File: config.mk
export PLATFORM = sky130hd
export DESIGN_NAME = branch_resolve_unit
export DESIGN_NICKNAME = d
export VERILOG_FILES = /design/src/rtl/branch_resolve_unit.sv
export SDC_FILE = /design/constraint.sdc
export NUM_CORES = 1
export LEC_CHECK = 0
export ABC_AREA = 1
export CORE_UTILIZATION = 45
export CTS_CLUSTER_DIAMETER = 60
export DETAILED_ROUTE_END_ITERATION = 10
export HOLD_SLACK_MARGIN = 0.12
export PLACE_DENSITY = 0.69
export SYNTH_ARGS = -nofsm -noshare
export SYNTH_HDL_FRONTEND = slang
export SYNTH_SLANG_ARGS = --single-unit
File: constraint.sdc
create_clock -name i_clock -period 4.98 [get_ports i_clock]
set_clock_uncertainty 0.1 [all_clocks]
set_input_delay 0.996 -clock i_clock [delete_from_list [all_inputs] [get_ports i_clock]]
set_output_delay 0.996 -clock i_clock [all_outputs]
set_load 0.05 [all_outputs]
File: src/rtl/branch_resolve_unit.sv
// rtl/branch_resolve_unit.sv - in-flight branch prediction tracker, mispredict redirect and predictor training
//
// Purpose:
//   Holds every ID-stage prediction in a small FIFO until the ALU stage resolves the oldest one.
//   The resolution is compared against the prediction. A mispredict empties the FIFO, pulses
//   redirect/flush and bumps a saturating counter. Every resolution emits a predictor training update.
//
// Ports:
//   i_clock, i_reset            rising-edge clock, synchronous active-high reset
//   i_pred_*                    prediction push {pc, taken, target}; o_pred_ready = push accepted
//   i_res_*                     resolution of the oldest entry {taken, target}
//   o_redirect_valid/_pc        one-cycle PC redirect to the correct path
//   o_flush                     one-cycle flush of IF/ID and ID/EX
//   o_upd_valid/_idx/_taken     one-cycle predictor training request
//   o_mispredict_count          saturating mispredict counter
//   o_err_underflow             sticky: resolution arrived with nothing outstanding
module branch_resolve_unit #(
  parameter int DEPTH = 4,
  parameter int PC_W  = 32,
  parameter int IDX_W = 3,
  parameter int CNT_W = 16
) (
  input  logic             i_clock,
  input  logic             i_reset,
  input  logic             i_pred_valid,
  input  logic [PC_W-1:0]  i_pred_pc,
  input  logic             i_pred_taken,
  input  logic [PC_W-1:0]  i_pred_target,
  output logic             o_pred_ready,
  input  logic             i_res_valid,
  input  logic             i_res_taken,
  input  logic [PC_W-1:0]  i_res_target,
  output logic             o_redirect_valid,
  output logic [PC_W-1:0]  o_redirect_pc,
  output logic             o_flush,
  output logic             o_upd_valid,
  output logic [IDX_W-1:0] o_upd_idx,
  output logic             o_upd_taken,
  output logic [CNT_W-1:0] o_mispredict_count,
  output logic             o_err_underflow
);

  localparam int PTR_W = $clog2(DEPTH);
  localparam logic [PTR_W:0] DEPTH_CNT = (PTR_W+1)'(DEPTH);

  logic [PC_W-1:0]  r_pc_mem     [DEPTH];
  logic             r_taken_mem  [DEPTH];
  logic [PC_W-1:0]  r_target_mem [DEPTH];

  logic [PTR_W-1:0] r_wr_ptr;
  logic [PTR_W-1:0] r_rd_ptr;
  logic [PTR_W:0]   r_count;

  logic [PC_W-1:0]  w_head_pc;
  logic             w_head_taken;
  logic [PC_W-1:0]  w_head_target;
  logic             w_pop;
  logic             w_push;
  logic             w_mispredict;
  logic [PC_W-1:0]  w_correct_pc;

  assign w_head_pc     = r_pc_mem[r_rd_ptr];
  assign w_head_taken  = r_taken_mem[r_rd_ptr];
  assign w_head_target = r_target_mem[r_rd_ptr];

  // A resolution with nothing outstanding is not a pop; a push in the same cycle does not count,
  // since a new entry only becomes visible the cycle after it is written.
  assign w_pop = i_res_valid && (r_count != '0);

  // Target only matters when both sides agree the branch is taken.
  assign w_mispredict = w_pop &&
                        ((i_res_taken != w_head_taken) ||
                         (i_res_taken && w_head_taken && (i_res_target != w_head_target)));

  assign w_correct_pc = i_res_taken ? i_res_target : (w_head_pc + PC_W'(4));

  // A push alongside a mispredict is wrong-path, and during flush the ID stage still holds a
  // wrong-path instruction, so both cases refuse the push.
  assign o_pred_ready = (r_count < DEPTH_CNT) && !w_mispredict && !o_flush;
  assign w_push       = i_pred_valid && o_pred_ready;

  // Entry storage needs no reset: occupancy is tracked entirely by the pointers and count.
  always_ff @(posedge i_clock) begin
    if (w_push) begin
      r_pc_mem[r_wr_ptr]     <= i_pred_pc;
      r_taken_mem[r_wr_ptr]  <= i_pred_taken;
      r_target_mem[r_wr_ptr] <= i_pred_target;
    end
  end

  always_ff @(posedge i_clock) begin
    if (i_reset) begin
      r_wr_ptr           <= '0;
      r_rd_ptr           <= '0;
      r_count            <= '0;
      o_redirect_valid   <= 1'b0;
      o_redirect_pc      <= '0;
      o_flush            <= 1'b0;
      o_upd_valid        <= 1'b0;
      o_upd_idx          <= '0;
      o_upd_taken        <= 1'b0;
      o_mispredict_count <= '0;
      o_err_underflow    <= 1'b0;
    end else begin
      o_redirect_valid <= w_mispredict;
      o_flush          <= w_mispredict;
      o_upd_valid      <= w_pop;

      if (w_mispredict) begin
        o_redirect_pc <= w_correct_pc;
      end

      if (w_pop) begin
        o_upd_idx   <= w_head_pc[IDX_W+1:2];
        o_upd_taken <= i_res_taken;
      end

      if (i_res_valid && (r_count == '0)) begin
        o_err_underflow <= 1'b1;
      end

      if (w_mispredict) begin
        // Everything younger than the mispredicted branch is wrong-path.
        r_rd_ptr <= r_wr_ptr;
        r_count  <= '0;
        if (o_mispredict_count != '1) begin
          o_mispredict_count <= o_mispredict_count + CNT_W'(1);
        end
      end else begin
        if (w_push) begin
          r_wr_ptr <= r_wr_ptr + PTR_W'(1);
        end
        if (w_pop) begin
          r_rd_ptr <= r_rd_ptr + PTR_W'(1);
        end
        case ({w_push, w_pop})
          2'b10:   r_count <= r_count + (PTR_W+1)'(1);
          2'b01:   r_count <= r_count - (PTR_W+1)'(1);
          default: r_count <= r_count;
        endcase
      end
    end
  end

endmodule

==> impl_metrics.csv, run 1 <==
group,metric,value,unit
clock_tree,cts-resized-gates,0,
clock_tree,clkTransAtPathRegs,0.06,ns
global_routing,grt_overflow_total,0,
sta,rsz0062_at_grt,"false",
synth,synth_largest_area_cell,"edfxtp_1",
clock_tree,clk_path_buf_depth,3,
synth,synth_compound_area_share,5.252,%
clock_tree,ctsHoldBuffers,0,
sta,fmax,0.2163,GHz
sta,slew_headroom,26.92,%
cells_and_area,fillerInstances,2743,
setup_path,start_kind,"flop",
global_routing,grt_pass1_vias,10510,
synth,synthFlopType,"edfxtp_1",
synth,synthSimpleGateAreaFrac,23.90,%
setup_path,end_kind,"output port",
place,gp_congestion,0.8864,
synth,synth.most_common_cell,"nand2_1",
global_routing,grt_pass1_wl,59440,µm
synth,synth_adder_area_share,0.8320,%
synth,yosysSeqAreaShare,62.96,%
synth,syn_area,14440,µm²
clock_tree,clockRootBuffer,"clkbuf_16",
power,internal_power,5.959,mW
cells_and_area,nets,1706,
drt,drcViolationCount,0,
setup_path,path_class,"flop to output port",
place,dp.final_hpwl,25640,µm
power,p_sw_share,38.11,%
synth,ys_ff_latch,324,
min_path,hold_path.class,"flop to flop",
cells_and_area,stdcell_area,17530,µm²
setup_path,worstPathArrival,3.53,ns
drt,vias_per_cell,5.423,
clock_tree,tritoncts,"yes",
drt,wl_per_cell,19.03,µm
clock_tree,cts.sinks,324,
setup_path,crit_end,"o_pred_ready",
floorplan,chipWidth,181.1,µm
synth,ys_types,42,
clock_tree,cts_buffers,37,
synth,synth_top_family_by_area,"simple AND/OR/NAND/NOR gates",
floorplan,num_io_pins,159,
synth,yosys-mux-area-fraction,0,%
sta,slew_violations,0,
cells_and_area,syn_to_final_growth,21.41,%
setup_path,crit_fanout,131,
synth,netlist_top_cells_area,"edfxtp_1 (54%), nand2_1 (12%), dfxtp_1 (8.9%)",
setup_path,r2r_cells,18,
drt,postRouteAntennaNets,0,
cells_and_area,stdcell_count,2026,
drt,drt_iter0_markers,1010,
sta,tightestPinTransition,1.095,ns
power,comb_power_share,35.6,%
setup_path,critical_path_required,3.88,ns
synth,yosys_warnings,0,
synth,synthTopCellsByCount,"nand2_1 (462), edfxtp_1 (260), nand3_1 (199)",
power,power.share.clock,26.7,%
power,p_switching,3.669,mW
clock_tree,postCtsSetupBuffers,0,
power,p_per_area,549.3,nW/µm²
synth,synth_xor_area_share,1.759,%
synth,async_flop_share,0,%
drt,firstDrtPassIters,5,
sta,hold_viol_final,0,
floorplan,rows,65,
place,numPortBuffers,158,
sta,setup_viol_count_final,0,
sta,finalCriticalPeriod,4.623,ns
setup_path,r2r-end,"r_count[1]",
synth,synth.top_cell.area_share,54.08,%
floorplan,fp.dieArea,32800,µm²
sta,fin_crit_sh,92.82,%
synth,avgSynthCellArea,9.991,µm²
power,seqPwrFrac,37.7,%
floorplan,die_h,181.1,µm
run_status,status,"finished, final reports clean",
clock_tree,htree_levels,2,
place,dpl_cell_area,16360,µm²
power,leakage,6.701,nW
synth,synth_edf_count,260,
job,drv_cap,0,
setup_path,rrSetupSlack,1.00,ns
cells_and_area,layout-drive-gt1-share,6.650,%
floorplan,core,31560,µm²
floorplan,start_util,45.75,%
synth,syn_nets,1556,
place,dp.cells,1958,
drt,vias,10990,
clock_tree,clock_latency,0.51,ns
power,ir_drop,251.5,µV
drt,totalWireLength,38550,µm
cells_and_area,antenna_cells,0,
power,p_total,9.628,mW
cells_and_area,final_util,55.54,%
global_routing,antenna_found_initial,0,
sta,setup_tns,0,ns
global_routing,grt_use_total,23.52,%
synth,syn_inst,1445,
global_routing,grt_max_degree,132,
-- flip-flops by register name, summed over array words and instances (netlist names), 2 cells and up, named ones only --
register	flops
r_count	3
r_target_mem	128
r_rd_ptr	2
o_upd_idx	3
r_taken_mem	4
r_wr_ptr	2
o_redirect_pc	32
o_mispredict_count	16
r_pc_mem	128
-- power groups by stage --
stage          Combinational, mW  Sequential, mW  Clock, mW
5_1_grt                     3.76            3.66       2.72
6_report                    3.43            3.63       2.57
3_5_place_dp                3.42            3.68          0
2_1_floorplan               2.07            3.95          0
4_1_cts                     3.44            3.63       2.62
3_3_place_gp                3.38            3.67          0
-- stage by stage --
step | setup slack, ns | hold WS [ns]
3_3_place_gp | 0.6639 | 0.3488
6_report | 0.3574 | 0.3651
3_5_place_dp | 0.6317 | 0.3590
5_1_grt | 0.1044 | 0.3763
4_1_cts | 0.4323 | 0.3669
2_1_floorplan | -0.4171 | 0.3385
-- cells by family after synthesis --
family,after synthesis
flip-flops,324
adder cells (fa/ha/maj),9
AO/OA/AOI/OAI,121
XOR/XNOR,29
buffers and inverters,158
AND/OR/NAND/NOR,804
-- area by class of cell --
class,count,area [µm²],area share [%]
clock buffers,47,1016,5.797
clock inverters,21,148.9,0.8495
inverters,90,340.3,1.942
multi-input cells,963,4613,26.32
flip-flops and latches,324,9094,51.88
well taps,402,503.0,2.870
repair buffers,179,1812,10.34
-- metal layers --
| layer | routed length (µm) | up-vias | global-route usage (%) |
|---|---|---|---|
| li1 | - | 5239 | - |
| met1 | 16410 | 5284 | 31.58 |
| met2 | 18480 | 385 | 38.82 |
| met3 | 2439 | 78 | 3.306 |
| met4 | 1227 | 0 | 8.847 |
| met5 | 0 | - | 0 |
-- critical path, cell delays in order, from the launching register on --
cell and delay (ns):
dfxtp_4 0.37, buf_12 0.31, nand2_1 0.13, nand3_1 0.18
nand3_1 0.10, nand2_1 0.14, nand3_1 0.08, nor2_1 0.13
nand2_1 0.08, nor2_1 0.13, nand2_1 0.12, nand2_1 0.14
nand2_4 0.17, nand2_4 0.12, inv_1 0.06, nor3_1 0.29
buf_12 0.19
-- cell usage in the layout (no fill, tap or decap), types with 9 or more instances in the layout --
master / instances
o21ai_1: 9
dfxtp_1: 62
xor2_1: 17
a32oi_2: 9
o21ai_0: 43
nand4_1: 28
nor2_1: 78
nand2_1: 462
clkdlybuf4s50_1: 157
buf_4: 16
xnor2_1: 12
inv_1: 86
edfxtp_1: 260
clkbuf_16: 39
a21oi_1: 42
nand3_1: 199
-- worst min path at each step --
| stage | start | endpoint | slack (ns) | cells past startpoint |
|---|---|---|---|---|
| after global placement | r_count[0] | r_count[0] | 0.35 | 2 |
| after detailed placement | r_count[0] | r_count[0] | 0.36 | 2 |
| final | r_count[0] | r_count[0] | 0.37 | 2 |
| after global routing | r_count[0] | r_count[0] | 0.38 | 2 |
| after CTS | r_count[0] | r_count[0] | 0.37 | 2 |
| after floorplan | r_count[0] | r_count[0] | 0.34 | 2 |
(Power assumes the default switching activity.)
==> run 2: changes to the inputs <==
--- a/config.mk
+++ b/config.mk
@@ -7,6 +7,7 @@
 export LEC_CHECK = 0
 export ABC_AREA = 1
 export CORE_UTILIZATION = 45
+export CTS_BUF_LIST = sky130_fd_sc_hd__clkbuf_4 sky130_fd_sc_hd__clkbuf_8
 export CTS_CLUSTER_DIAMETER = 60
 export DETAILED_ROUTE_END_ITERATION = 10
 export HOLD_SLACK_MARGIN = 0.12
==> run 2 against run 1 <==
  * Global-route usage increased by 0.093 points
  * Via count increased by 1.9%
  * Worst hold slack improved by 0.0021 ns
  * Die area unchanged
  * Clock power about the same
  * Utilization increased by 0.083 points
  * Largest power group unchanged
  * Critical endpoint unchanged
  * Highest routed layer unchanged
  * Register-to-register slack improved by 0.03 ns
  * Worst setup slack got worse by 0.046 ns
  * Combinational power about the same
==> impl_metrics.csv, run 2 (synthesis results as in run 1) <==
group,metric,value,unit
run_status,status,"finished, final reports clean",
sta,finalCriticalPeriod,4.669,ns
floorplan,rows,65,
sta,tightestPinTransition,1.101,ns
power,p_switching,3.689,mW
setup_path,end_kind,"output port",
drt,drcViolationCount,0,
drt,wl_per_cell,18.86,µm
cells_and_area,layout-drive-gt1-share,8.640,%
clock_tree,clock_latency,0.59,ns
min_path,whs_path_depth,2,
cells_and_area,final_common_cell,"nand2_1",
job,drv_cap,0,
drt,routed.top_layer,"met4",
setup_path,path_class,"flop to output port",
setup_path,slowest_delay,0.59,ns
drt,met1Wirelength,16490,µm
floorplan,chipWidth,181.1,µm
floorplan,fp.dieArea,32800,µm²
clock_tree,cts_buffers,53,
global_routing,grt_overflow_total,0,
place,dpl_cell_area,16360,µm²
clock_tree,tritoncts,"yes",
global_routing,grt_pass1_vias,10600,
drt,vias_per_cell,5.444,
place,dp.final_hpwl,25640,µm
global_routing,grt_use_total,23.61,%
setup_path,start_kind,"flop",
floorplan,core,31560,µm²
clock_tree,postCtsSetupBuffers,0,
power,ir_drop,255.6,µV
cells_and_area,nets,1722,
setup_path,rrSetupSlack,1.03,ns
power,power.share.clock,26.6,%
power,p_per_area,548.6,nW/µm²
min_path,hold_path.class,"flop to flop",
global_routing,grt_max_degree,132,
sta,rsz0062_at_grt,"false",
setup_path,r2r-end,"r_count[1]",
clock_tree,cts.sinks,324,
min_path,hold_end,"r_count[0]",
cells_and_area,antenna_cells,0,
setup_path,crit_chain,"inv_2 -> nand3_1 -> nand2_1 -> nand2_1 -> nand2_1 -> nand3_1 -> nor2_1 -> nand2_1 -> nor2_1 -> nand2_1 -> nand2_1 -> nand2_4 -> nand2_4 -> inv_1 -> nor3_1 -> buf_12",
drt,vias,11200,
clock_tree,ctsHoldBuffers,0,
setup_path,crit_fanout,35,
drt,totalWireLength,38790,µm
setup_path,crit_path_top_delay_cell,"inv_2",
sta,setup_viol_count_final,0,
global_routing,antenna_found_initial,0,
clock_tree,htree_levels,2,
power,seqPwrFrac,37.7,%
setup_path,worstPathArrival,3.57,ns
floorplan,die_h,181.1,µm
sta,fin_crit_sh,93.76,%
drt,firstDrtPassIters,5,
clock_tree,clkTransAtPathRegs,0.06,ns
clock_tree,clockRootBuffer,"clkbuf_8",
cells_and_area,syn_to_final_growth,21.59,%
cells_and_area,reg_top3,"r_pc_mem x128, r_target_mem x128, o_redirect_pc x32",
place,numPortBuffers,158,
drt,drt_iter0_markers,987,
cells_and_area,stdcell_count,2057,
cells_and_area,final_cell_mix,"nand2_1 (462), edfxtp_1 (260), nand3_1 (199)",
min_path,hold_path.startpoint,"r_count[0]",
drt,dr_wl_met3,2617,µm
clock_tree,clk_path_buf_depth,3,
power,internal_power,5.941,mW
sta,whs,0.3671,ns
sta,slew_headroom,26.53,%
setup_path,critical_path_required,3.88,ns
power,p_sw_share,38.31,%
sta,fmax,0.2142,GHz
setup_path,crit_top_cell,"nand2_1",
setup_path,r2r_cells,18,
power,comb_power_share,35.7,%
floorplan,start_util,45.75,%
place,gp_congestion,0.8864,
clock_tree,cts-resized-gates,0,
drt,met2_length,18580,µm
sta,slew_violations,0,
power,leakage,6.752,nW
sta,hold_viol_final,0,
global_routing,grt_pass1_wl,59650,µm
drt,postRouteAntennaNets,0,
place,dp.cells,1958,
cells_and_area,stdcell_area,17550,µm²
floorplan,num_io_pins,159,
run 2: changes by cell type in the layout (fill, tap and decap cells not counted):
cell,before,now
clkbuf_8,1,57
clkbuf_16,39,0
clkbuf_4,0,8
clkinv_2,5,13
clkbuf_1,7,0
bufinv_16,1,7
inv_6,6,0
clkinv_1,8,11
clkinvlp_4,2,3
inv_8,0,1
run 2: how the worst max path moves through the flow:
stage	startpoint	endpoint	slack, ns	cells after the start
4_1_cts	flop	o_pred_ready	0.35	16
3_5_place_dp	i_res_target[6]	o_pred_ready	0.63	14
2_1_floorplan	flop	r_pc_mem[0][0]	-0.42	14
6_report	flop	o_pred_ready	0.31	16
3_3_place_gp	i_res_target[26]	o_pred_ready	0.66	14
5_1_grt	flop	o_pred_ready	0.04	16
run 2: cell type report:
class                   count  area (µm²)
repair buffers            179        1812
clock inverters            34       346.6
well taps                 402       503.0
clock buffers              65       844.6
inverters                  90       340.3
flip-flops and latches    324        9094
multi-input cells         963        4613
fillers                  2759       14000
run 2: power by group through the flow:
stage	clock network, mW	logic, mW	registers [mW]
floorplan	0	2.07	3.95
global placement	0	3.38	3.67
detailed placement	0	3.42	3.68
CTS	2.60	3.44	3.63
global route	2.71	3.76	3.66
finish	2.56	3.44	3.63
run 2: per-layer routing:
| metal | global-route usage, % | vias up |
|---|---|---|
| met4 | 8.034 | 0 |
| met5 | 0 | - |
| li1 | - | 5280 |
| met1 | 31.71 | 5377 |
| met3 | 3.225 | 75 |
| met2 | 39.42 | 466 |
run 2: stage by stage:
step                      util (%)  setup slack (ns)  TNS [ns]  total power, mW
after floorplan                  -           -0.4171   -108.44            6.020
after global placement       51.85            0.6639         0            7.046
after detailed placement     51.85            0.6317         0            7.106
after CTS                    55.63            0.3515         0            9.667
after global routing         55.63           0.03780         0            10.14
final                        55.63            0.3110         0            9.629
run 2: critical path: cells and delay by family (launching register included):
kind / cells / cell delay (ns)
buffers and inverters: 3 / 0.84
flip-flops: 1 / 0.32
AND/OR/NAND/NOR: 13 / 1.80
